**src/rtl/umai_pkg.sv**
```systemverilog
// Flit format shared by the UMAI flit unpacker: type encoding and the
// bit positions of the type, tag and payload fields in a 72-bit AIB flit.
package umai_pkg;

    typedef enum logic [1:0] {
        FT_WCMD  = 2'b00,
        FT_RCMD  = 2'b01,
        FT_WDATA = 2'b10,
        FT_RSVD  = 2'b11
    } flit_type_e;

    localparam int TYPE_HI        = 71;
    localparam int TYPE_LO        = 70;
    localparam int TAG_HI         = 69;
    localparam int TAG_LO         = 64;
    localparam int PAY_HI         = 63;
    localparam int PAY_LO         = 0;
    localparam int FLITS_PER_BEAT = 8;

endpackage

```
**src/rtl/umai_flit_unpacker.sv**
```systemverilog
// Unpacks 72-bit AIB flits into UMAI master write/read commands and
// 512-bit write data beats assembled from eight 64-bit payload flits.
module umai_flit_unpacker
    import umai_pkg::*;
#(
    parameter int FlitW = 72
) (
    input  logic             i_clk,
    input  logic             i_rst_n,
    input  logic             i_rx_valid,
    output logic             o_rx_ready,
    input  logic [FlitW-1:0] i_rx_data,
    output logic             o_umai_mst_wcmd_valid,
    input  logic             i_umai_mst_wcmd_ready,
    output logic [31:0]      o_umai_mst_wcmd_addr,
    output logic [5:0]       o_umai_mst_wcmd_len,
    output logic             o_umai_mst_rcmd_valid,
    input  logic             i_umai_mst_rcmd_ready,
    output logic [31:0]      o_umai_mst_rcmd_addr,
    output logic [5:0]       o_umai_mst_rcmd_len,
    output logic             o_umai_mst_wvalid,
    input  logic             i_umai_mst_wready,
    output logic [511:0]     o_umai_mst_wdata,
    output logic             o_err
);

    typedef enum logic [2:0] {
        ST_IDLE,
        ST_WCMD,
        ST_RCMD,
        ST_COLLECT,
        ST_BEAT
    } state_e;

    state_e      state;
    logic [31:0] cmd_addr;
    logic [5:0]  cmd_len;
    logic [2:0]  idx;
    logic [5:0]  cnt;
    logic [511:0] wdata;

    flit_type_e  ftype;
    logic [5:0]  tag;
    logic [63:0] payload;
    logic        rx_fire;

    assign ftype   = flit_type_e'(i_rx_data[TYPE_HI:TYPE_LO]);
    assign tag     = i_rx_data[TAG_HI:TAG_LO];
    assign payload = i_rx_data[PAY_HI:PAY_LO];

    // Ready decodes from state (not a separate flop) so it rises in the first cycle after reset release.
    assign o_rx_ready = i_rst_n && (state == ST_IDLE || state == ST_COLLECT);
    assign rx_fire    = i_rx_valid && o_rx_ready;

    assign o_umai_mst_wcmd_addr = cmd_addr;
    assign o_umai_mst_wcmd_len  = cmd_len;
    assign o_umai_mst_rcmd_addr = cmd_addr;
    assign o_umai_mst_rcmd_len  = cmd_len;
    assign o_umai_mst_wdata     = wdata;

    always_ff @(posedge i_clk or negedge i_rst_n) begin
        if (!i_rst_n) begin
            state                 <= ST_IDLE;
            cmd_addr              <= '0;
            cmd_len               <= '0;
            idx                   <= '0;
            cnt                   <= '0;
            wdata                 <= '0;
            o_umai_mst_wcmd_valid <= 1'b0;
            o_umai_mst_rcmd_valid <= 1'b0;
            o_umai_mst_wvalid     <= 1'b0;
            o_err                 <= 1'b0;
        end else begin
            o_err <= 1'b0;
            case (state)
                ST_IDLE: begin
                    if (rx_fire) begin
                        if (ftype == FT_WCMD || ftype == FT_RCMD) begin
                            cmd_addr <= payload[31:0];
                            cmd_len  <= tag;
                            if (ftype == FT_WCMD) begin
                                state                 <= ST_WCMD;
                                o_umai_mst_wcmd_valid <= 1'b1;
                            end else begin
                                state                 <= ST_RCMD;
                                o_umai_mst_rcmd_valid <= 1'b1;
                            end
                        end else begin
                            o_err <= 1'b1;
                        end
                    end
                end
                ST_WCMD: begin
                    if (i_umai_mst_wcmd_ready) begin
                        o_umai_mst_wcmd_valid <= 1'b0;
                        idx                   <= '0;
                        cnt                   <= '0;
                        state                 <= ST_COLLECT;
                    end
                end
                ST_RCMD: begin
                    if (i_umai_mst_rcmd_ready) begin
                        o_umai_mst_rcmd_valid <= 1'b0;
                        state                 <= ST_IDLE;
                    end
                end
                ST_COLLECT: begin
                    // Out-of-order or wrong-type flits are swallowed without touching idx or wdata.
                    if (rx_fire) begin
                        if (ftype == FT_WDATA && tag[2:0] == idx) begin
                            wdata[{idx, 6'd0} +: 64] <= payload;
                            if (idx == 3'(FLITS_PER_BEAT - 1)) begin
                                state             <= ST_BEAT;
                                o_umai_mst_wvalid <= 1'b1;
                            end else begin
                                idx <= idx + 3'd1;
                            end
                        end else begin
                            o_err <= 1'b1;
                        end
                    end
                end
                ST_BEAT: begin
                    if (i_umai_mst_wready) begin
                        o_umai_mst_wvalid <= 1'b0;
                        if (cnt == cmd_len) begin
                            state <= ST_IDLE;
                        end else begin
                            cnt   <= cnt + 6'd1;
                            idx   <= '0;
                            state <= ST_COLLECT;
                        end
                    end
                end
                default: state <= ST_IDLE;
            endcase
        end
    end

endmodule

```
**config.mk**
```make
export PLATFORM = sky130hd
export DESIGN_NAME = umai_flit_unpacker
export DESIGN_NICKNAME = d
export VERILOG_FILES = /design/src/rtl/umai_pkg.sv /design/src/rtl/umai_flit_unpacker.sv
export SDC_FILE = /design/constraint.sdc
export NUM_CORES = 1
export LEC_CHECK = 0
export BUFFER_PORTS_ARGS = -buffer_cell sky130_fd_sc_hd__buf_2
export CORE_UTILIZATION = 25
export DETAILED_ROUTE_END_ITERATION = 10
export GPL_ROUTABILITY_DRIVEN = 0
export GPL_TIMING_DRIVEN = 1
export SETUP_SLACK_MARGIN = 0.2
export SLEW_MARGIN = 20
export SYNTH_ARGS = -nofsm -noshare
export SYNTH_HDL_FRONTEND = slang
export SYNTH_SLANG_ARGS = --single-unit
```
**constraint.sdc**
```tcl
create_clock -name i_clk -period 7.25 [get_ports i_clk]
set_input_delay 1.45 -clock i_clk [delete_from_list [all_inputs] [get_ports i_clk]]
set_output_delay 1.45 -clock i_clk [all_outputs]
set_load 0.03 [all_outputs]
```
==> metrics.txt, run 1 <==
run status finished clean; DRT Wirelength 72300 um; Top Ports 671; CTS tree yes; clk_skew 0.0133 ns; cells taking the most area after synthesis dfrtp_1, mux2_2, nand2b_1; syn avg cell area 14.0 sq um; Yosys reg bits 566; Setup Buffers After CTS 0; syn nets 1676; P&R area growth vs syn 29.7%; First-pass DRT Iterations 7; pin slew with the least headroom to its limit 1.01 ns; Slew Viols, Final 0; worst skew pair latency 0.62 ns; post-detail-place hpwl 50000 um; first-pass GRT wire length 106000 um; fmax 0.225 GHz; Die Height 301 um; clock power share 42.6%; Synth top area share 63.4%; post-synthesis sequential area ratio 63.4%; Hold/Removal Path Class reg2reg; number of global-route vias before repair 15600; Sink Count 566; setup TNS 0 ns; switching power 0.00238 W; Async S/R FF share, synth 100%; Setup crit end kind flop; CTS Root Cell clkbuf_16; hold path start o_umai_mst_wdata[388]; Post-Syn Instances 1593; I/O Buffers 670; Warnings, synthesis 0; CTS clock-pin slew for the worst setup and hold paths 0.06 ns; net total in the final layout 2319; Worst EP arrival 4.94 ns; Vias 15100; die area 90500 sq um; power per cell area 280 nW/um^2; DRT iter0 DRCs 744; crit share post-route 61.3%; CP max FO 34; launching point of the worst reg2reg path idx[0]; largest net degree at the start of global routing 174; Internal Power 0.00573 W; clk buf depth 3; number of synthesized flops with an enable pin 0; unique cell type count in the Yosys netlist 43; H-tree depth 3; Setup CP Type in2reg; min Tclk post-route 4.44 ns; switching share of power 29.3%; initial antenna violation count 6; row cnt 109; Crit. Startpoint i_rx_data[71]; Peak VDD IR 0.000185 V; Post-route DRC 0; core box area 88400 sq um; total global routing overflow 0; CTS resizes 0; area leader, netlist dfrtp_1; Num CTS Buffers 67; ys flop type dfrtp_1; Slew HR 32.5%; Final ANT Viol Nets 0; hold_buf cts 0; gr usage total 15.6%; Startpoint Class primary input; post-layout util 32.8%; critical path required time 7.75 ns; WL/cell 21.0 um; # setup viols final 0; Final Hold Viols 0; Mapped Area 22300 sq um; layout cells sized above 1 51.9%; Max Cap Viol 0; Die W 301 um; Via density 4.38; Flop pwr share 42.4%; Initial Util 25.3%; leakage power 15.5 nW; Gate power share 15.0%; unrepaired setup endpoints after global routing false
## layout by cell type, fill, tap and decap left out, drive strengths merged, types with 4 or more instances in the layout
cell	instances
mux2	378
clkinv	7
xnor2	10
ha	5
o31ai	5
buf	695
nor2	11
clkbuf	101
nand3	10
inv	10
nor3	7
nor2b	4
bufinv	4
nand2b	176
nand2	74
o21ai	186
dfrtp	566
## synthesized netlist by cell type (3+ instances only)
cell / count
mux2_4: 50
dfrtp_1: 566
clkbuf_1: 41
o21ai_0: 186
nor2b_1: 4
o31ai_1: 5
xnor2_1: 9
mux2_1: 11
nand2b_1: 176
nand3_1: 9
ha_1: 5
mux2i_1: 3
nor3_2: 5
buf_2: 20
nor4b_1: 3
nor3b_1: 3
buf_4: 54
nor2_1: 11
nand2_1: 74
mux2_2: 317
buf_6: 6
nand4_1: 3
inv_1: 5
## flip-flops by register name (all words and copies together), names as in the netlist
signal	cells
cnt	6
idx	3
o_err	1
o_umai_mst_rcmd_addr	32
o_umai_mst_rcmd_len	6
o_umai_mst_rcmd_valid	1
o_umai_mst_wcmd_valid	1
o_umai_mst_wdata	512
o_umai_mst_wvalid	1
state	3
## critical path: stages
cell	delay [ns]
buf_2	0.16
nor2b_1	0.23
nand4_1	0.70
nor4b_1	0.65
and2_4	0.62
buf_4	0.63
mux2_2	0.41
## worst paths after layout
kind                                                 to  cells past startpoint  slack, ns
worst max-delay path              o_umai_mst_wdata[286]                      7       2.81
max in group asynchronous          o_umai_mst_wdata[59]                      4       3.79
worst min register to register    o_umai_mst_wdata[388]                      2       0.47
min in group asynchronous       o_umai_mst_rcmd_addr[0]                      1       0.76
worst min-delay path              o_umai_mst_wdata[388]                      2       0.47
worst max register to register    o_umai_mst_wdata[286]                      6       3.00
## layout make-up
cell class	count	area, sq um
Sequential cell	566	14200
Antenna cell	3	7.51
Timing Repair Buffer	695	3560
Clock buffer	101	2000
Multi-Input combinational cell	901	7490
Clock inverter	17	267
Inverter	5	18.8
Fill cell	8896	59400
Tap cell	1165	1460
## power by group through the flow
| stage | registers [W] | clock network [W] | logic (W) |
|---|---|---|---|
| floorplan | 0.00372 | 0 | 0.000680 |
| finish | 0.00344 | 0.00345 | 0.00122 |
| global route | 0.00346 | 0.00367 | 0.00129 |
| global placement | 0.00349 | 0 | 0.00122 |
| detailed placement | 0.00350 | 0 | 0.00123 |
| CTS | 0.00344 | 0.00354 | 0.00123 |
## cells by family after synthesis
logic type / count (synthesis) / share of synthesized area, %
adder cells (fa/ha/maj): 5 / 0.280
XOR/XNOR: 10 / 0.476
multiplexers: 381 / 20.0
AND/OR/NAND/NOR: 305 / 7.82
AO/OA/AOI/OAI: 200 / 4.64
flip-flops: 566 / 63.4
buffers and inverters: 126 / 3.34
## routing by layer
layer / part of all wire, % / vias up / global-route usage (%)
li1: - / 6739 / -
met1: 41 / 7767 / 19.1
met2: 49 / 508 / 26.3
met3: 6.4 / 119 / 3.90
met4: 3.1 / 0 / 6.30
met5: 0 / - / 0
## stage by stage
step / hold WS (ns) / std cells / total power (W) / worst slack, ns / instance area (sq um)
finish: 0.474 / 3453 / 0.00811 / 2.81 / 29000
global route: 0.496 / 3451 / 0.00842 / 2.60 / 29000
CTS: 0.478 / 3450 / 0.00821 / 2.84 / 29000
detailed placement: 0.465 / 3332 / 0.00472 / 2.20 / 26700
global placement: 0.458 / 3332 / 0.00471 / 2.26 / 26700
floorplan: 0.465 / 1593 / 0.00440 / 3.63 / 22300
No activity file was read; power rests on OpenSTA's default activity.
==> run 2, diff against run 1 <==
==> constraint.sdc (replaced) <==
create_clock -name i_clk -period 3.85 [get_ports i_clk]
set_input_delay 0.77 -clock i_clk [delete_from_list [all_inputs] [get_ports i_clk]]
set_output_delay 0.77 -clock i_clk [all_outputs]
set_load 0.03 [all_outputs]
==> metrics.txt, run 2 (same netlist as run 1, synthesis figures left out) <==
clk_skew 0.0193 ns; Worst EP arrival 2.35 ns; number of global-route vias before repair 15400; Flop pwr share 42.3%; Setup crit end kind output pin; Setup CP Type reg2out; setup TNS 0 ns; post-place setup slack 0.541 ns; Slew Viols, Final 0; Initial Util 25.3%; crit share post-route 81.1%; DRT iter0 DRCs 719; First-pass DRT Iterations 4; CP max FO 11; hold_buf cts 0; most frequent cells in the layout buf_2, dfrtp_1, mux2_2; Num CTS Buffers 68; Internal Power 0.0108 W; Slew HR 37.4%; # setup viols final 0; Via density 4.40; power per cell area 524 nW/um^2; final setup margin 0.727 ns; worst skew pair latency 0.60 ns; critical path required time 3.08 ns; layout cells sized above 1 52.2%; core box area 88400 sq um; CTS clock-pin slew for the worst setup and hold paths 0.06 ns; H-tree depth 3; pin slew with the least headroom to its limit 0.939 ns; Max Cap Viol 0; WL/cell 20.9 um; switching power 0.00443 W; Die W 301 um; Final Hold Viols 0; Startpoint Class flop; leading cell type in the layout, fill and taps excluded buf_2; unrepaired setup endpoints after global routing false; largest net degree at the start of global routing 178; RR Endpoint o_umai_mst_wdata[177]; design area 29100 sq um; total global routing overflow 0; CTS tree yes; max reg flops 512; Crit. Startpoint state[0]; die area 90500 sq um; uppermost layer routed met4; Top Ports 671; initial antenna violation count 3; CTS resizes 0; Hold/Removal Path Class in2async; Die Height 301 um; Peak VDD IR 0.000455 V; Post-route DRC 0; P&R area growth vs syn 30.3%; Gate power share 15.4%; clock power share 42.3%; post-detail-place hpwl 48700 um; Sink Count 566; leakage power 15.6 nW; Fillers 8903; DRT Wirelength 72300 um; Metal-1 WL 30400 um; met3 WL 4320 um; Vias 15200; switching share of power 29.1%; launching point of the worst reg2reg path state[0]; gr usage total 15.5%; min Tclk post-route 3.12 ns; r2r worst-path depth 6; metal2 WL 35500 um; row cnt 109; r2r setup slk 0.89 ns; clk buf depth 3; CTS Root Cell clkbuf_16; I/O Buffers 670; Final ANT Viol Nets 0; Setup Buffers After CTS 0; net total in the final layout 2325; Placed Instance Area 26800 sq um; first-pass GRT wire length 105000 um; fmax 0.320 GHz; run status finished clean
==> run 2: cell types whose count changed in the layout (fill, tap and decap cells not counted), moves of 2 or more <==
cell	previous run	this run
clkbuf_8	20	12
inv_16	3	0
buf_12	1	10
clkbuf_16	67	70
clkinv_2	4	12
buf_4	24	19
clkbuf_1	14	9
inv_6	2	4
==> run 2: power by group through the flow <==
stage | sequential [W] | clock (W) | combinational, W
2_1_floorplan | 0.00701 | 0 | 0.00128
3_3_place_gp | 0.00654 | 0 | 0.00235
3_5_place_dp | 0.00655 | 0 | 0.00236
4_1_cts | 0.00645 | 0.00663 | 0.00236
5_1_grt | 0.00649 | 0.00683 | 0.00249
6_report | 0.00645 | 0.00644 | 0.00234
==> run 2: worst max path at each step <==
stage	to	slack, ns	depth (start not counted)
after floorplan	o_umai_mst_wdata[398]	1.21	10
after global placement	o_umai_mst_wdata[244]	0.68	8
after detailed placement	o_umai_mst_wdata[245]	0.54	8
after CTS	o_rx_ready	0.64	4
after global routing	o_rx_ready	0.52	4
final	o_rx_ready	0.73	4
==> run 2: through the flow <==
step                      power, W  util, %  hold slack [ns]  cells
final                       0.0152     32.9            0.223   3455
after CTS                   0.0154     32.9            0.266   3452
after global placement     0.00889     30.4            0.459   3336
after floorplan            0.00829        -            0.465   1593
after global routing        0.0158     32.9            0.283   3453
after detailed placement   0.00891     30.4            0.466   3336
==> run 2: worst max-delay path, cell delays in order, from the launching register on <==
cell and delay (ns):
dfrtp_1 0.63, nand2b_1 0.22, or2_2 0.36, a21boi_0 0.27
buf_2 0.29
==> run 2: layout make-up <==
class	instances	area [sq um]	share of cell area, %
flip-flops and latches	566	14200	48.7
multi-input cells	901	7480	25.7
repair buffers	700	3730	12.8
clock buffers	91	1950	6.70
well taps	1165	1460	5.01
clock inverters	25	287	0.985
inverters	5	18.8	0.0645
diodes	2	5.00	0.0172
==> run 2: routing by layer <==
metal  vias to the layer above  global-route usage [%]
li1                       6743                       -
met1                      7890                    19.3
met2                       465                    26.1
met3                        99                    3.85
met4                         0                    5.46
met5                         -                       0
